File: src/rtl/btb_update_ctrl.sv
// btb_update_ctrl
//   Write-port sequencer for the branch target buffer. Two branch-resolution
//   requesters offer resolved-taken updates; one is granted per cycle by a
//   1-bit round-robin pointer. Accepted updates are queued in a small FIFO
//   and drained onto the BTB's single write port at one update per cycle.
//
// Ports
//   clk, reset              clock; synchronous active-high reset
//   reqN_valid/src/dst      update offered by requester N (N = 0, 1)
//   reqN_ready              requester N transferred this cycle (combinational)
//   flush                   drop every buffered update at the next edge
//   wr_block                hold off BTB writes this cycle (entries retained)
//   btb_we/jmpsrc/jmpdst    registered BTB write port
//   count                   registered FIFO occupancy
module btb_update_ctrl #(
  parameter int ADDR_LEN = 32,
  parameter int DEPTH    = 4,
  parameter int CNT_W    = 3
) (
  input  logic                clk,
  input  logic                reset,
  input  logic                req0_valid,
  input  logic [ADDR_LEN-1:0] req0_src,
  input  logic [ADDR_LEN-1:0] req0_dst,
  output logic                req0_ready,
  input  logic                req1_valid,
  input  logic [ADDR_LEN-1:0] req1_src,
  input  logic [ADDR_LEN-1:0] req1_dst,
  output logic                req1_ready,
  input  logic                flush,
  input  logic                wr_block,
  output logic                btb_we,
  output logic [ADDR_LEN-1:0] btb_jmpsrc,
  output logic [ADDR_LEN-1:0] btb_jmpdst,
  output logic [CNT_W-1:0]    count
);

  localparam int PTR_W = (DEPTH > 1) ? $clog2(DEPTH) : 1;

  // FIFO storage (no reset: occupancy decides which entries are meaningful)
  logic [ADDR_LEN-1:0] src_mem_q [DEPTH];
  logic [ADDR_LEN-1:0] dst_mem_q [DEPTH];

  logic [PTR_W-1:0]    head_q, head_d;
  logic [PTR_W-1:0]    tail_q, tail_d;
  logic [CNT_W-1:0]    count_q, count_d;
  logic                prio_q, prio_d;
  logic                we_q, we_d;
  logic [ADDR_LEN-1:0] jmpsrc_q, jmpsrc_d;
  logic [ADDR_LEN-1:0] jmpdst_q, jmpdst_d;

  logic                any_valid;
  logic                gnt_idx;
  logic [ADDR_LEN-1:0] gnt_src;
  logic [ADDR_LEN-1:0] gnt_dst;
  logic [PTR_W-1:0]    tail_last;
  logic [PTR_W-1:0]    wr_idx;
  logic                empty;
  logic                full;
  logic                pop;
  logic                coalesce;
  logic                accept;
  logic                push;

  // Arbitration: contention resolved by prio; a lone requester always wins.
  assign any_valid = req0_valid | req1_valid;
  assign gnt_idx   = (req0_valid & req1_valid) ? prio_q : req1_valid;
  assign gnt_src   = gnt_idx ? req1_src : req0_src;
  assign gnt_dst   = gnt_idx ? req1_dst : req0_dst;

  assign tail_last = tail_q - PTR_W'(1);
  assign empty     = (count_q == '0);
  assign full      = (count_q == CNT_W'(DEPTH));
  assign pop       = ~empty & ~wr_block & ~flush;

  // Same branch PC as the newest queued entry: refresh its target in place.
  // Not allowed when that entry is the one leaving the FIFO this cycle.
  assign coalesce  = any_valid & ~empty & (src_mem_q[tail_last] == gnt_src) &
                     ~(pop & (count_q == CNT_W'(1)));

  // A full FIFO still accepts an update that only rewrites the tail.
  assign accept    = any_valid & ~flush & ~reset & (~full | coalesce);
  assign push      = accept & ~coalesce;
  assign wr_idx    = coalesce ? tail_last : tail_q;

  assign req0_ready = accept & ~gnt_idx;
  assign req1_ready = accept & gnt_idx;

  always_comb begin
    head_d   = head_q;
    tail_d   = tail_q;
    count_d  = count_q;
    prio_d   = prio_q;
    we_d     = 1'b0;
    jmpsrc_d = jmpsrc_q;
    jmpdst_d = jmpdst_q;
    if (flush) begin
      head_d  = '0;
      tail_d  = '0;
      count_d = '0;
    end else begin
      if (pop) begin
        we_d     = 1'b1;
        jmpsrc_d = src_mem_q[head_q];
        jmpdst_d = dst_mem_q[head_q];
        head_d   = head_q + PTR_W'(1);
      end
      if (push) begin
        tail_d = tail_q + PTR_W'(1);
      end
      count_d = count_q + CNT_W'(push) - CNT_W'(pop);
      if (accept) begin
        prio_d = ~gnt_idx;
      end
    end
  end

  always_ff @(posedge clk) begin
    if (reset) begin
      head_q   <= '0;
      tail_q   <= '0;
      count_q  <= '0;
      prio_q   <= 1'b0;
      we_q     <= 1'b0;
      jmpsrc_q <= '0;
      jmpdst_q <= '0;
    end else begin
      head_q   <= head_d;
      tail_q   <= tail_d;
      count_q  <= count_d;
      prio_q   <= prio_d;
      we_q     <= we_d;
      jmpsrc_q <= jmpsrc_d;
      jmpdst_q <= jmpdst_d;
    end
  end

  // Single write port serves both fresh enqueues and tail coalescing.
  always_ff @(posedge clk) begin
    if (accept) begin
      src_mem_q[wr_idx] <= gnt_src;
      dst_mem_q[wr_idx] <= gnt_dst;
    end
  end

  assign btb_we     = we_q;
  assign btb_jmpsrc = jmpsrc_q;
  assign btb_jmpdst = jmpdst_q;
  assign count      = count_q;

endmodule

File: config.mk
export PLATFORM = sky130hd
export DESIGN_NAME = btb_update_ctrl
export DESIGN_NICKNAME = d
export VERILOG_FILES = /design/src/rtl/btb_update_ctrl.sv
export SDC_FILE = /design/constraint.sdc
export NUM_CORES = 1
export LEC_CHECK = 0
export ABC_AREA = 1
export BUFFER_PORTS_ARGS = -buffer_cell sky130_fd_sc_hd__buf_2
export CORE_MARGIN = 4
export CORE_UTILIZATION = 50
export DETAILED_ROUTE_END_ITERATION = 7
export PLACE_DENSITY = 0.77
export RECOVER_POWER = 100
export SETUP_SLACK_MARGIN = 0.4
export SLEW_MARGIN = 20
export SYNTH_ARGS = -nofsm -noshare
export SYNTH_HDL_FRONTEND = slang
export SYNTH_SLANG_ARGS = --single-unit
File: constraint.sdc
create_clock -name clk -period 8.04 [get_ports clk]
set_input_delay 1.608 -clock clk [delete_from_list [all_inputs] [get_ports clk]]
set_output_delay 1.608 -clock clk [all_outputs]
set_load 0.1 [all_outputs]
* Word level (Yosys, flattened, before mapping)
Memory sizes are Yosys's and may differ from the RTL's. A register that Yosys moved wholly into a read port is not among the register bits.
Cells that the tools add are included.
** Word-level totals
- Bits in registers :: 9
- Logic and storage cells :: 49
- Bits of input ports :: 134
- Output and inout bits :: 70
- Bits in writable memories :: 256
- Memories :: 2
** Memory list
- dst_mem_q :: depth 4, bits a word 32, read ports 1, clocked after memory_dff 1, write ports 1, RTL line 42 : logic [ADDR_LEN-1:0] dst_mem_q [DEPTH];
- src_mem_q :: depth 4, bits a word 32, read ports 2, clocked after memory_dff 1, write ports 1, RTL line 41 : logic [ADDR_LEN-1:0] src_mem_q [DEPTH];
** Cells by class
- Equal/unequal tests :: 3
- Bitwise gates (word level) :: 23
- Add/subtract/negate cells :: 5
- Multiplexer cells :: 7
- Reductions and logical operators :: 4
** Operator list (number)
- $mux W32 :: 2
- $eq A32 B32 Y1 :: 1
- $and A1 B1 Y1 :: 13
- $not A1 Y1 :: 8
- $add A2 B1 Y2 const B :: 2
- $mux W1 :: 4
- $reduce_and A2 Y1 :: 2
- $add A3 B1 Y3 :: 1
- $eq A3 B1 Y1 const B :: 1
- $eq A3 B3 Y1 const B :: 1
- $logic_not A3 Y1 :: 1
- $sub A3 B1 Y3 :: 1
- $mux W2 :: 1
- $or A1 B1 Y1 :: 2
- $reduce_or A2 Y1 :: 1
- $sub A2 B1 Y2 const B :: 1

* Longest topological paths before layout
- Depth after elaboration :: 12
- Gate-level depth with buffers :: 25
- Mapped depth without buffers :: 23

* Worst setup path before layout
Ideal clock, no wire load.
- Path kind :: input to register
- Start point :: in req0_valid
- End point :: mem dst_mem_q[1][0] (enable)
- Path slack :: 0.130 ns
- Arrival :: 7.345 ns
- Stages :: 15
- Path through :: nand2_2 > nand2_1 > buf_6 > buf_6 > o21ai_2 > inv_2 > a21oi_1 > nand2_1 > nor2_1 > nand2_1 > nor2_2 > nand2_4 > nand2_1 > nand2_1 > nor3_1
** Between the ends
- Word-level cells in the longest chain between the ends :: 10
- Elaborated cells between the ends (all ways) :: 15
** Ends and longest elaborated chain
- start, declared :: RTL line 22 : input logic req0_valid,
- $and A1 B1 Y1 (*) :: RTL line 67 : assign gnt_idx = (req0_valid & req1_valid) ? prio_q : req1_valid;
- $mux W1 (*) :: RTL line 67
- $mux W32 (*) :: RTL line 68 : assign gnt_src = gnt_idx ? req1_src : req0_src;
- named net gnt_src[31] :: RTL line 54 : logic [ADDR_LEN-1:0] gnt_src;
- $eq A32 B32 Y1 (*) :: RTL line 78 : assign coalesce = any_valid & ~empty & (src_mem_q[tail_last] == gnt_src) &
- $and A1 B1 Y1 (*) (2 in series) :: RTL line 78
- $or A1 B1 Y1 :: RTL line 82 : assign accept = any_valid & ~flush & ~reset & (~full | coalesce);
- $and A1 B1 Y1 :: RTL line 82
- $mux W1 :: RTL line 140 : if (accept) begin
- $mux W1 (not written as such) :: RTL line 142 : dst_mem_q[wr_idx] <= gnt_dst;
- end, declared :: RTL line 42
The timed path passes the listed nets; every way through them passes the cells marked *.

* Worst setup path in the final report
- Start point :: in req1_valid
- End point :: out req0_ready
** Between the ends
- Word-level cells in the longest chain between the ends :: 9
- Elaborated cells between the ends (all ways) :: 14
** Ends and longest elaborated chain
- start, declared :: RTL line 26 : input logic req1_valid,
- $and A1 B1 Y1 :: RTL line 67
- $mux W1 (*) :: RTL line 67
- $mux W32 (*) :: RTL line 68
- named net gnt_src[4] :: RTL line 54
- $eq A32 B32 Y1 (*) :: RTL line 78
- $and A1 B1 Y1 (*) (2 in series) :: RTL line 78
- $or A1 B1 Y1 (*) :: RTL line 82
- $and A1 B1 Y1 (*) :: RTL line 82
- $and A1 B1 Y1 (*) :: RTL line 86 : assign req0_ready = accept & ~gnt_idx;
- end, declared :: RTL line 25 : output logic req0_ready,
Marked as above.

==> summary.txt <==
Worst setup path
  • Slowest stage delay, CP: 0.85 ns
  • CP bufs+invs: 3
  • R2R Path Start: tail_q[0]
  • R2R setup slack: 1.49 ns
  • Reg2reg path depth: 16
  • Worst setup SP type: input port
  • Slowest CP cell: o21ai_0
  • Critical R2R Capture: dst_mem_q[1][2]
  • Crit-path max FO: 83
  • Critical Path RT: 6.43 ns
  • CP endpoint kind: output pin
  • Cell Chain, Critical Path: clkbuf_1, nand2_4, o21ai_0, inv_1, nand2_1, nand2_1, nor2_1, nand3_1, nor2_1, nand2_1, nand2_4, nand2_4, nor2_1, clkbuf_2
  • Crit path kind: in2out
  • Crit path max-delay family: simple AND/OR/NAND/NOR gates
  • Worst path arrival time: 5.59 ns

Power
  • LEAKAGE: 0.00669 uW
  • Design Power: 3750 uW
  • Power Dens Cells: 222 nW/um^2
  • Peak supply drop: ~180 uV

Clock tree
  • CTS Buf Count: 35
  • H-tree Lvls: 2
  • # hold bufs at CTS: 0
  • Post-CTS Setup Bufs: 0
  • Clk buf depth: 3
  • Clock Sinks: 329
  • Clock Pin Slew Worst Setup and Hold Paths: 0.06 ns
  • CTS resizes: 0
  • Clock Latency Late Sink: 0.52 ns
  • Clock Root Buffer: clkbuf_16
  • TritonCTS clock tree: yes

Synthesis
  • Mean Syn Cell Area: 9.37 um^2
  • Seq/Total Area, Yosys: 62.0%
  • Top cells by count, synth: 387 x nand2_1, 256 x edfxtp_1, 208 x o21ai_0
  • Mapped Nets: roughly 1,700
  • Synth warn: 0
  • Post-synth EDFFs: 256
  • Count leader, synth: nand2_1
  • Synth top area cells: edfxtp_1 52%, dfxtp_1 9.9%, nand2_1 9.8%, o21ai_0 7.1%, nor2_1 4.5%
  • Mapped Area: 14,800 um^2
  • Async SR Flop Fraction: 0%
  • Top_reg_cell synth: edfxtp_1
  • Post-synth top area cell: edfxtp_1
  • Cell variety after synth: 35
  • Number of cells produced by synthesis: 1,575
  • Synth Register Bits: 329
  • Synth top area share: 52.1%

Global route
  • Via count of the first global-routing pass: ~11,000
  • Initial antenna violation count: 1
  • Gr usage total: 22.7%
  • Total grt overflow: 0
  • First-pass GRT wire length: 59.6 mm
  • Largest net degree at the start of global routing: 99

Timing
  • Highest achievable clock rate: between 0.1 and 0.15 GHz
  • RSZ-0062 raised after global routing: no
  • Hold Vio Cnt, Final: 0
  • Final Cycle Share: 89.5%
  • Fin crit period: 7.19 ns
  • Layout Skew: around 0.018 ns
  • Pins Over Slew Limit: 301
  • Worst slew margin: -57.6%
  • Post-Route Setup TNS: 0 ns
  • Slew @ Worst Pin: between 2 and 2.5 ns
  • Hold Slack: 0.517 ns
  • # setup viols final: 0

Hold path
  • Worst Hold Launch: prio_q
  • Worst hold path stage count: 2
  • Worst hold-check path type: reg2reg
  • Hold Path Sink: prio_q

Detailed routing
  • Post-Route WL: 38.1 mm
  • Drt wl/cell: 17.7 um
  • DRC violations left: 0
  • DRT iter0 DRCs: 890
  • Vias/cell: 5.43
  • Post-route ant nets: 0
  • Pre-antenna DRT Iters: 5
  • Total number of vias: about 12,000

Floorplan
  • Initial Util: 51.0%
  • I/O pins: about 200
  • Die Ht: 180 um
  • # rows: 62
  • Die Footprint: 32,300 um^2
  • Die width: 180 um
  • Core area: 28,900 um^2

Cells and area
  • Area of the multi-input gates: 4650 um^2
  • Nets@finish: 1,874
  • Final Core Density: 58.5%
  • Antenna fix cells: 0
  • Layout cell share with drive strength beyond 1: 12.3%
  • Synthesis-to-finish area growth: 14.7%
  • FILL cells: 2,488
  • FF+latch area: just over 9000 um^2
  • Fin area: around 17,000 um^2

Placement
  • DP Area: approximately 16,000 um^2
  • RD Place Congestion: 0.817
  • IO buf count: around 200
  • Hpwl dp: 22.5 mm

Run
  • Max-Cap Viols: 7

Run status
  • Failing checks: max-capacitance violations, max-slew violations
  • Outcome: finished, violations left
kinds of logic after synthesis:
logic type	after synthesis	share of synthesized area, %
AOI/OAI and AO/OA	382	14.4
DFF	329	62.0
buffers and inverters	229	6.28
xor gates and xnor gates	2	0.119
adders and majority gates	3	0.305
and+or+nand+nor	630	16.9
cell usage in the layout, fill, tap and decap left out, types with 2 or more instances in the layout:
| cell | Yosys | routed |
|---|---|---|
| a21oi_1 | 46 | 46 |
| a22oi_1 | 3 | 3 |
| a31oi_1 | 64 | 64 |
| buf_2 | 18 | 130 |
| buf_4 | 5 | 7 |
| clkbuf_1 | 57 | 89 |
| clkbuf_16 | 0 | 37 |
| clkbuf_2 | 0 | 5 |
| clkbuf_8 | 0 | 3 |
| clkinv_1 | 2 | 9 |
| clkinv_2 | 0 | 5 |
| dfxtp_1 | 73 | 70 |
| dfxtp_4 | 0 | 2 |
| edfxtp_1 | 256 | 256 |
| ha_1 | 2 | 2 |
| inv_1 | 118 | 117 |
| inv_2 | 12 | 11 |
| nand2_1 | 387 | 388 |
| nand2_2 | 4 | 3 |
| nand2_4 | 3 | 3 |
| nand3_1 | 46 | 47 |
| nand3b_1 | 3 | 3 |
| nor2_1 | 177 | 178 |
| nor3_1 | 3 | 3 |
| o211ai_1 | 32 | 32 |
| o21ai_0 | 208 | 224 |
| o21ai_1 | 17 | 10 |
| or2_2 | 2 | 2 |
| xnor2_1 | 2 | 2 |
worst max-delay path by stage:
| stage | start | to | slack, ns | cells after the start |
|---|---|---|---|---|
| 2_1_floorplan | req0_valid | dst_mem_q[1][0] | 0.13 | 15 |
| 3_3_place_gp | req0_valid | req0_ready | 1.63 | 15 |
| 3_5_place_dp | req0_valid | req0_ready | 1.55 | 15 |
| 4_1_cts | tail_q[0] | req0_ready | 1.41 | 16 |
| 5_1_grt | req1_valid | req1_ready | 0.57 | 14 |
| 6_report | req1_valid | req0_ready | 0.85 | 14 |
layer usage:
layer  routed length (um)  up-vias  GRT usage, %
met2                18700      510          40.1
li1                     -     5664             -
met5                   13        -             0
met4                  784        2          5.76
met1                15500     5430          29.2
met3                 3070       61          3.88
flip-flops by register name (all words and copies together) (netlist names):
| signal | flops |
|---|---|
| btb_jmpdst | 32 |
| tail_q | 2 |
| prio_q | 1 |
| head_q | 2 |
| btb_jmpsrc | 32 |
| dst_mem_q | 128 |
| count | 3 |
| src_mem_q | 128 |
| btb_we | 1 |
final cells by class:
| cell class | count | share of cell area (%) |
|---|---|---|
| Clock inverter | 13 | 0.584 |
| Multi-Input combinational cell | 1017 | 27.5 |
| Clock buffer | 50 | 5.94 |
| Sequential cell | 329 | 54.1 |
| Timing Repair Buffer | 221 | 6.06 |
| Tap cell | 384 | 2.84 |
| Inverter | 133 | 2.97 |
stage by stage:
stage                     cells  worst slack, ns
final                      2147            0.847
after global routing       2147            0.572
after CTS                  2147             1.41
after detailed placement   2084             1.55
after global placement     2084             1.63
after floorplan            1575            0.130
worst min-delay path: cells and delay by family (launching register included):
kind	cells	cell delay [ns]
AO/OA/AOI/OAI	1	0.05
AND/OR/NAND/NOR	1	0.09
flip-flops	1	0.35
where the power goes:
part           switching [uW]  leakage, uW  internal (uW)
logic                     238      0.00323           80.8
clock network             633     0.000542            905
registers                14.0      0.00292           1880
Power figures use the tool's default switching activity.
